`config.mk`:
```
export PLATFORM = sky130hd
export DESIGN_NAME = inst_fetch_axi
export DESIGN_NICKNAME = d
export VERILOG_FILES = /design/src/rtl/inst_fetch_axi.sv
export SDC_FILE = /design/constraint.sdc
export NUM_CORES = 1
export LEC_CHECK = 0
export ABC_AREA = 1
export CAP_MARGIN = 20
export CORE_AREA = 2 2 148 150
export CTS_BUF_LIST = sky130_fd_sc_hd__clkbuf_4 sky130_fd_sc_hd__clkbuf_8
export DETAILED_ROUTE_END_ITERATION = 8
export DIE_AREA = 0 0 150 152
export PLACE_DENSITY = 0.77
export SYNTH_ARGS = -nofsm -noshare
export SYNTH_HDL_FRONTEND = slang
export SYNTH_SLANG_ARGS = --single-unit
```
`constraint.sdc`:
```
create_clock -name clk -period 2.3 [get_ports clk]
set_clock_uncertainty 0.05 [all_clocks]
set_input_delay 0.23 -clock clk [delete_from_list [all_inputs] [get_ports clk]]
set_output_delay 0.23 -clock clk [all_outputs]
set_load 0.1 [all_outputs]
```
`src/rtl/inst_fetch_axi.sv`:
```
// Instruction fetch unit: issues one AXI read per instruction and hands the
// word to the IF/ID register. It handles delayed-slot branch redirects and
// exception flushes, and drains any read that is still in flight.
module inst_fetch_axi (
  input  logic        clk,
  input  logic        rst,
  input  logic [5:0]  stall,
  input  logic        flush,
  input  logic [31:0] new_pc,
  input  logic        branch_flag,
  input  logic [31:0] branch_target,
  input  logic        inst_ready,
  output logic [31:0] if_pc,
  output logic [31:0] if_inst,
  output logic        inst_valid,
  output logic [31:0] araddr,
  output logic        arvalid,
  input  logic        arready,
  input  logic [31:0] rdata,
  input  logic [1:0]  rresp,
  input  logic        rvalid,
  output logic        rready
);

  localparam int unsigned XLEN = 32;
  localparam logic [XLEN-1:0] RESET_PC = 32'hBFC0_0000;
  localparam logic [XLEN-1:0] PC_STEP  = XLEN'(4);

  typedef enum logic [1:0] {ST_IDLE, ST_ADDR, ST_DATA, ST_HOLD} state_e;

  state_e            state_q;
  logic [XLEN-1:0]   pc_q;
  logic [XLEN-1:0]   araddr_q;
  logic              arvalid_q;
  logic              rready_q;
  logic              inst_valid_q;
  logic [XLEN-1:0]   if_pc_q;
  logic [XLEN-1:0]   if_inst_q;
  logic              flush_pend_q;
  logic [XLEN-1:0]   flush_addr_q;
  logic              br_pend_q;
  logic [XLEN-1:0]   br_addr_q;
  logic              discard_q;

  logic              branch_take_d;
  logic [XLEN-1:0]   accept_pc_d;
  logic [XLEN-1:0]   redirect_pc_d;
  logic [XLEN-1:0]   rd_word_d;

  // Only stall bits 1 and 2 matter to the fetch stage.
  logic unused_stall;
  assign unused_stall = ^{stall[5:3], stall[0]};

  // Next-pc selection, flush redirect target and error-masked read word.
  always_comb begin
    branch_take_d = branch_flag && !stall[2] && !flush;
    accept_pc_d   = pc_q + PC_STEP;
    if (flush_pend_q) begin
      accept_pc_d = flush_addr_q;
    end else if (branch_take_d) begin
      accept_pc_d = branch_target;
    end else if (br_pend_q) begin
      accept_pc_d = br_addr_q;
    end
    redirect_pc_d = flush ? new_pc : flush_addr_q;
    rd_word_d     = (rresp == 2'b00) ? rdata : '0;
  end

  // Fetch FSM with registered bus and delivery outputs.
  always_ff @(posedge clk) begin
    if (rst) begin
      state_q      <= ST_IDLE;
      pc_q         <= RESET_PC;
      araddr_q     <= '0;
      arvalid_q    <= 1'b0;
      rready_q     <= 1'b0;
      inst_valid_q <= 1'b0;
      if_pc_q      <= '0;
      if_inst_q    <= '0;
      flush_pend_q <= 1'b0;
      flush_addr_q <= '0;
      br_pend_q    <= 1'b0;
      br_addr_q    <= '0;
      discard_q    <= 1'b0;
    end else begin
      if (flush) begin
        br_pend_q <= 1'b0;
      end else if (branch_take_d) begin
        br_pend_q <= 1'b1;
        br_addr_q <= branch_target;
      end

      case (state_q)
        ST_IDLE: begin
          if (flush) begin
            pc_q      <= new_pc;
            araddr_q  <= new_pc;
            arvalid_q <= 1'b1;
            state_q   <= ST_ADDR;
          end else if (inst_ready) begin
            araddr_q  <= pc_q;
            arvalid_q <= 1'b1;
            state_q   <= ST_ADDR;
          end
        end

        ST_ADDR: begin
          // The address phase is never abandoned; a flush only marks the
          // read for discard.
          if (flush) begin
            flush_pend_q <= 1'b1;
            flush_addr_q <= new_pc;
            discard_q    <= 1'b1;
          end
          if (arready) begin
            arvalid_q <= 1'b0;
            rready_q  <= 1'b1;
            state_q   <= ST_DATA;
          end
        end

        ST_DATA: begin
          if (rvalid) begin
            rready_q <= 1'b0;
            if (discard_q || flush) begin
              pc_q         <= redirect_pc_d;
              araddr_q     <= redirect_pc_d;
              arvalid_q    <= 1'b1;
              flush_pend_q <= 1'b0;
              discard_q    <= 1'b0;
              state_q      <= ST_ADDR;
            end else begin
              inst_valid_q <= 1'b1;
              if_pc_q      <= pc_q;
              if_inst_q    <= rd_word_d;
              state_q      <= ST_HOLD;
            end
          end else if (flush) begin
            flush_pend_q <= 1'b1;
            flush_addr_q <= new_pc;
            discard_q    <= 1'b1;
          end
        end

        ST_HOLD: begin
          if (flush) begin
            inst_valid_q <= 1'b0;
            if_pc_q      <= '0;
            if_inst_q    <= '0;
            pc_q         <= new_pc;
            araddr_q     <= new_pc;
            arvalid_q    <= 1'b1;
            state_q      <= ST_ADDR;
          end else if (!stall[1]) begin
            inst_valid_q <= 1'b0;
            if_pc_q      <= '0;
            if_inst_q    <= '0;
            pc_q         <= accept_pc_d;
            araddr_q     <= accept_pc_d;
            arvalid_q    <= 1'b1;
            flush_pend_q <= 1'b0;
            br_pend_q    <= 1'b0;
            state_q      <= ST_ADDR;
          end
        end

        default: state_q <= ST_IDLE;
      endcase
    end
  end

  assign araddr     = araddr_q;
  assign arvalid    = arvalid_q;
  assign rready     = rready_q;
  assign inst_valid = inst_valid_q;
  assign if_pc      = if_pc_q;
  assign if_inst    = if_inst_q;

endmodule

```
==> results.json, run 1 <==
{
  "path_max_fanout": 15,
  "worst_setup_path_end_kind": "flip-flop",
  "final_util_pct": 63.3,
  "synth_cell_types": 38,
  "num_vias": 11900,
  "synthCells": 1671,
  "cts_buffers": 17,
  "relSlewSlack_pct": 59.9,
  "intPower_mw": 8.49,
  "root_buffer": "clkbuf_8",
  "antenna_found_initial": 0,
  "antenna_cells": 0,
  "hold_class": "in -> reg",
  "clock-sinks": 200,
  "vdd_drop_max_v": 0.00112,
  "drc": 0,
  "syn_area_um2": 10500,
  "start_util_pct": 49.1,
  "drt-pass1-iter-count": 6,
  "avgViaCountPerCell": 5.46,
  "wl_per_cell_um": 16.5,
  "grt_pass1_vias": 10300,
  "drive_above_1_share_pct": 14.5,
  "worst_pin_slew_ns": 0.596,
  "ios": 210,
  "die_h_um": 152,
  "hold_slack_ns": 0.179,
  "cap_violations": 0,
  "clock_path_buffers": 2,
  "rows": 54,
  "pre_cts_ws_ns": -0.0610,
  "sw_frac_of_total_pct": 53.0,
  "worstPathRequired_ns": 2.65,
  "antenna_left": 0,
  "overflow": 0,
  "fmax_mhz": 454,
  "hold_violations": 0,
  "fin_nets": 1994,
  "synth_edf_count": 0,
  "critical_path_class": "reg -> reg",
  "leakage_nw": 6.22,
  "seq_area_frac_synth_pct": 38.2,
  "ys.flop_type": "dfxtp_1",
  "grt_max_degree": 97,
  "clk_latency_ns": 0.49,
  "p_seq_share_pct": 29.6,
  "tritoncts": "built",
  "dieWidth_um": 150,
  "combPwrFrac_pct": 57.5,
  "layout_setup_ws_ns": 0.0996,
  "async_flop_share_pct": 0,
  "status": "finished, final reports clean",
  "syn_nets": 1788,
  "ys_warn_count": 0,
  "cp_slowest_cell": "dfxtp_4",
  "drv_slew": 0,
  "gp_congestion": 0.968,
  "h-tree-depth": 4,
  "synth-seq-cells": 200,
  "clkTransAtPathRegs_ns": 0.12,
  "setup_viol": 0,
  "die-area_um2": 22800,
  "fillers": 2011,
  "finalCritPeriodShare_pct": 95.7,
  "tns_ns": 0,
  "postSynthAreaPerCell_um2": 6.28,
  "power.net_switching_mw": 9.57,
  "final_common_cell": "nand2_1",
  "ff2ff_setup_slack_ns": 0.1,
  "clkPwrFrac_pct": 12.9,
  "cp_data_arrival_time_ns": 2.55,
  "final_cell_mix": "nand2_1, a21oi_1, dfxtp_1",
  "power.total_mw": 18.1,
  "power-per-cell-area_nw_per_um2": 1340,
  "finalWirelength_um": 35900,
  "critical_path.cell_chain": "inv_1 -> ha_2 -> inv_4 -> nor2_2 -> a21oi_2 -> o21ai_2 -> nor2_4 -> o21ai_2 -> nor2_4 -> buf_4 -> inv_6 -> nor2_1 -> nand3_1 -> nand2_1 -> inv_1",
  "cp-start-kind": "flip-flop",
  "max_stage_delay_ns": 0.39,
  "first_iter_violations": 1358,
  "io_buffers": 205,
  "grt.total_usage_pct": 29.8,
  "min_period_ns": 2.20,
  "dp_hpwl_um": 25100,
  "core_area_um2": 21400,
  "areaGrowthSynthToFinish_pct": 28.9,
  "grt_first_pass_wirelength_um": 54300
}
state kept, by name, indices dropped and copies added, names as in the netlist, 2 cells and up:
| signal | flops |
|---|---|
| araddr | 32 |
| br_addr_q | 32 |
| flush_addr_q | 32 |
| if_inst | 32 |
| if_pc | 32 |
| pc_q | 32 |
| state_q | 2 |
routing by layer:
metal  track usage [%]  routed length (um)  up-vias
li1                  -                   -     5801
met1              44.5               15500     5290
met2              44.4               15300      710
met3              5.35                4280       55
met4              7.59                 735        0
met5                 0                   0        -
path summary, 6_finish.rpt:
check	from	endpoint	cells past startpoint
setup / recovery	state_q[0]	araddr[28]	15
hold / removal	rst	araddr[17]	4
setup reg to reg	state_q[0]	araddr[28]	15
hold reg to reg	if_pc[7]	if_pc[7]	2
area by class of cell:
type	instances	area, um^2	share of cell area [%]
tap	280	350	2.59
multi-input combinational	1219	5550	41.1
inverter	147	567	4.19
clock buffer	17	234	1.73
clock inverter	15	168	1.24
sequential	200	4030	29.8
timing repair buffer	291	2610	19.3
timing repair inverter	1	8.76	0.0648
cells in the mapped netlist, drive strengths merged, types with 7 or more instances:
master / number / area, um^2
dfxtp: 200 / 4000
o21ai: 116 / 588
inv: 146 / 551
nand4: 8 / 50.1
a31oi: 13 / 81.3
buf: 38 / 190
nand2: 526 / 2000
o211ai: 7 / 52.6
nor2: 175 / 723
nor3: 8 / 40.0
nand3: 118 / 591
clkbuf: 67 / 251
a21oi: 217 / 1090
through the flow:
stage,area (um^2),cells
finish,13500,2170
global route,13500,2170
CTS,13300,2159
detailed placement,12900,2127
global placement,12900,2127
floorplan,10500,1671
what timing repair did:
action                                 CTS  global route
setup endpoints to repair               29            51
setup buffers                            0             9
endpoints found under the hold margin    0             0
pin swaps                                0             2
gates resized for setup                  1            28
gates cloned                             0             2
hold buffers                             0             0
logic make-up after synthesis:
group / share of synthesized area, %
fa+ha+maj: 0.716
xor+xnor: 0.334
buf+inv: 9.49
compound gates: 18.7
flops: 38.2
simple gates: 32.6
worst max-delay path: cells and delay by family, from the launching register on:
family,cells,cell delay (ns)
AO/OA/AOI/OAI,3,0.36
adder cells (fa/ha/maj),1,0.20
buffers and inverters,5,0.45
flip-flops,1,0.39
AND/OR/NAND/NOR,6,0.67
power by group through the flow:
| stage | logic [mW] | registers [mW] | clock network, mW |
|---|---|---|---|
| floorplan | 4.50 | 7.48 | 0 |
| global placement | 9.61 | 5.30 | 0 |
| detailed placement | 9.72 | 5.32 | 0 |
| CTS | 9.77 | 5.25 | 2.35 |
| global route | 11.2 | 5.43 | 2.47 |
| finish | 10.4 | 5.35 | 2.33 |
(Power assumes the default switching activity.)
==> run 2, diff against run 1 <==
Clock period 2.3 ns to 2.6 ns, I/O delays scaled along.
==> run 2 against run 1 <==
  * Flip-flop and latch count unchanged
  * Combinational power down 20%
  * Hold slack better by 0.0015 ns
  * Design area down 4.0%
  * Final cell count down 2.4%
  * Largest power group unchanged
  * Via count down 3.2%
  * Highest routed layer unchanged
  * Clock-buffer cell count unchanged
  * Utilization down 2.5 points
  * Largest cell class unchanged
  * Sequential power down 11%
  * Critical endpoint unchanged
==> results.json, run 2 (synthesized netlist as in run 1, its figures left out) <==
{
  "status": "finished, final reports clean",
  "drc": 0,
  "path_max_fanout": 7,
  "hold_class": "in -> reg",
  "ff2ff_setup_slack_ns": 0.16,
  "min_from": "flush",
  "worstPathRequired_ns": 2.95,
  "cp-start-kind": "flip-flop",
  "h-tree-depth": 4,
  "grt_setup_unrepaired": "no",
  "clock_path_buffers": 2,
  "cp_data_arrival_time_ns": 2.78,
  "min_period_ns": 2.44,
  "rows": 54,
  "reg2reg_depth": 13,
  "leakage_nw": 5.93,
  "post_cts_resized": 0,
  "vdd_drop_max_v": 0.000965,
  "ios": 210,
  "clk_latency_ns": 0.49,
  "clock-sinks": 200,
  "fillers": 2073,
  "first_iter_violations": 1298,
  "finalWirelength_um": 34500,
  "reg2reg_to": "araddr[28]",
  "grt_pass1_vias": 10300,
  "core_area_um2": 21400,
  "num_vias": 11500,
  "antenna_found_initial": 0,
  "drv_slew": 0,
  "io_buffers": 205,
  "holdBufCountCts": 0,
  "hold_violations": 0,
  "tns_ns": 0,
  "worstHoldPathCells": 3,
  "r2r-start": "pc_q[3]",
  "cpMostUsedCell": "nand2_1",
  "whs_endpoint": "flush_addr_q[3]",
  "root_buffer": "clkbuf_8",
  "areaGrowthSynthToFinish_pct": 23.7,
  "avgViaCountPerCell": 5.42,
  "antenna_left": 0,
  "clkTransAtPathRegs_ns": 0.12,
  "max_stage_delay_ns": 0.45,
  "post_cts_buffers": 0,
  "finalCritPeriodShare_pct": 93.7,
  "critical_path.cell_chain": "ha_1 -> nand2_1 -> nor2_2 -> nand2_2 -> nor2_2 -> nand2_1 -> o21ai_1 -> nand3_1 -> a21oi_1 -> or2_1 -> nand3_1 -> nand2_1 -> inv_1",
  "grt_max_degree": 150,
  "final_common_cell": "nand2_1",
  "antenna_cells": 0,
  "wl_per_cell_um": 16.3,
  "grt_first_pass_wirelength_um": 54600,
  "relSlewSlack_pct": 52.6,
  "fmax_mhz": 411,
  "start_util_pct": 49.1,
  "gp_congestion": 0.905,
  "fin_nets": 1943,
  "critical_path_class": "reg -> reg",
  "die_h_um": 152,
  "power-per-cell-area_nw_per_um2": 1180,
  "drive_above_1_share_pct": 11.3,
  "drt-pass1-iter-count": 5,
  "cts_buffers": 17,
  "tritoncts": "built",
  "worst_setup_path_end_kind": "flip-flop",
  "grt.total_usage_pct": 29.8,
  "final_util_pct": 60.8,
  "cp_slowest_cell": "dfxtp_1",
  "overflow": 0,
  "dieWidth_um": 150,
  "worst_pin_slew_ns": 0.710,
  "hold_slack_ns": 0.181,
  "final_cell_mix": "nand2_1, a21oi_1, dfxtp_1",
  "cap_violations": 0,
  "setup_viol": 0,
  "die-area_um2": 22800,
  "dp_hpwl_um": 24300
}
run 2: routing by layer:
layer	part of all wire (%)	wire length, um	global-route usage, %
met3	12	4070	7.12
met2	42	14600	43.7
met1	44	15100	43.4
met4	2.2	753	8.72
met5	0	0	0
run 2: critical path, delay by kind of cell, from the launching register on:
kind / cells / cell delay [ns]
compound gates: 2 / 0.38
simple gates: 9 / 1.23
buf+inv: 1 / 0.03
fa+ha+maj: 1 / 0.21
flops: 1 / 0.45
run 2: power breakdown:
part           switching (mW)  internal, mW  leakage (nW)  total (mW)
registers               0.864          3.92          1.64        4.78
clock network            1.31         0.838         0.217        2.15
logic                    6.03          2.30          4.07        8.33
run 2: area by class of cell:
cell class	instances	area (um^2)	share of cell area, %
clock inverter	15	200	1.54
clock buffer	17	234	1.80
timing repair buffer	241	2120	16.3
inverter	147	557	4.29
multi-input combinational	1219	5510	42.5
sequential	200	4010	30.9
tap	280	350	2.70
run 2: worst max-delay path by stage:
stage / depth (start not counted) / start / to
6_report: 13 / pc_q[3] / araddr[28]
3_5_place_dp: 14 / state_q[0] / araddr[26]
4_1_cts: 14 / state_q[0] / araddr[26]
2_1_floorplan: 16 / state_q[0] / araddr[7]
5_1_grt: 13 / state_q[0] / araddr[5]
3_3_place_gp: 14 / state_q[0] / araddr[8]
run 2: per-stage QoR:
step                power [mW]  std cells  setup slack (ns)  area (um^2)
finish                    15.3       2119             0.164        13000
global route              16.2       2119            0.0242        13000
CTS                       15.1       2119            0.0880        13000
detailed placement        13.0       2087             0.121        12500
global placement          12.9       2087             0.189        12500
floorplan                 10.6       1671             0.501        10500
==> run 3, diff against run 2 <==
Settings changed: SLEW_MARGIN from default to 20.
==> results of run 3 <==
Final layout, timing and power as in run 2 (identical DEF).
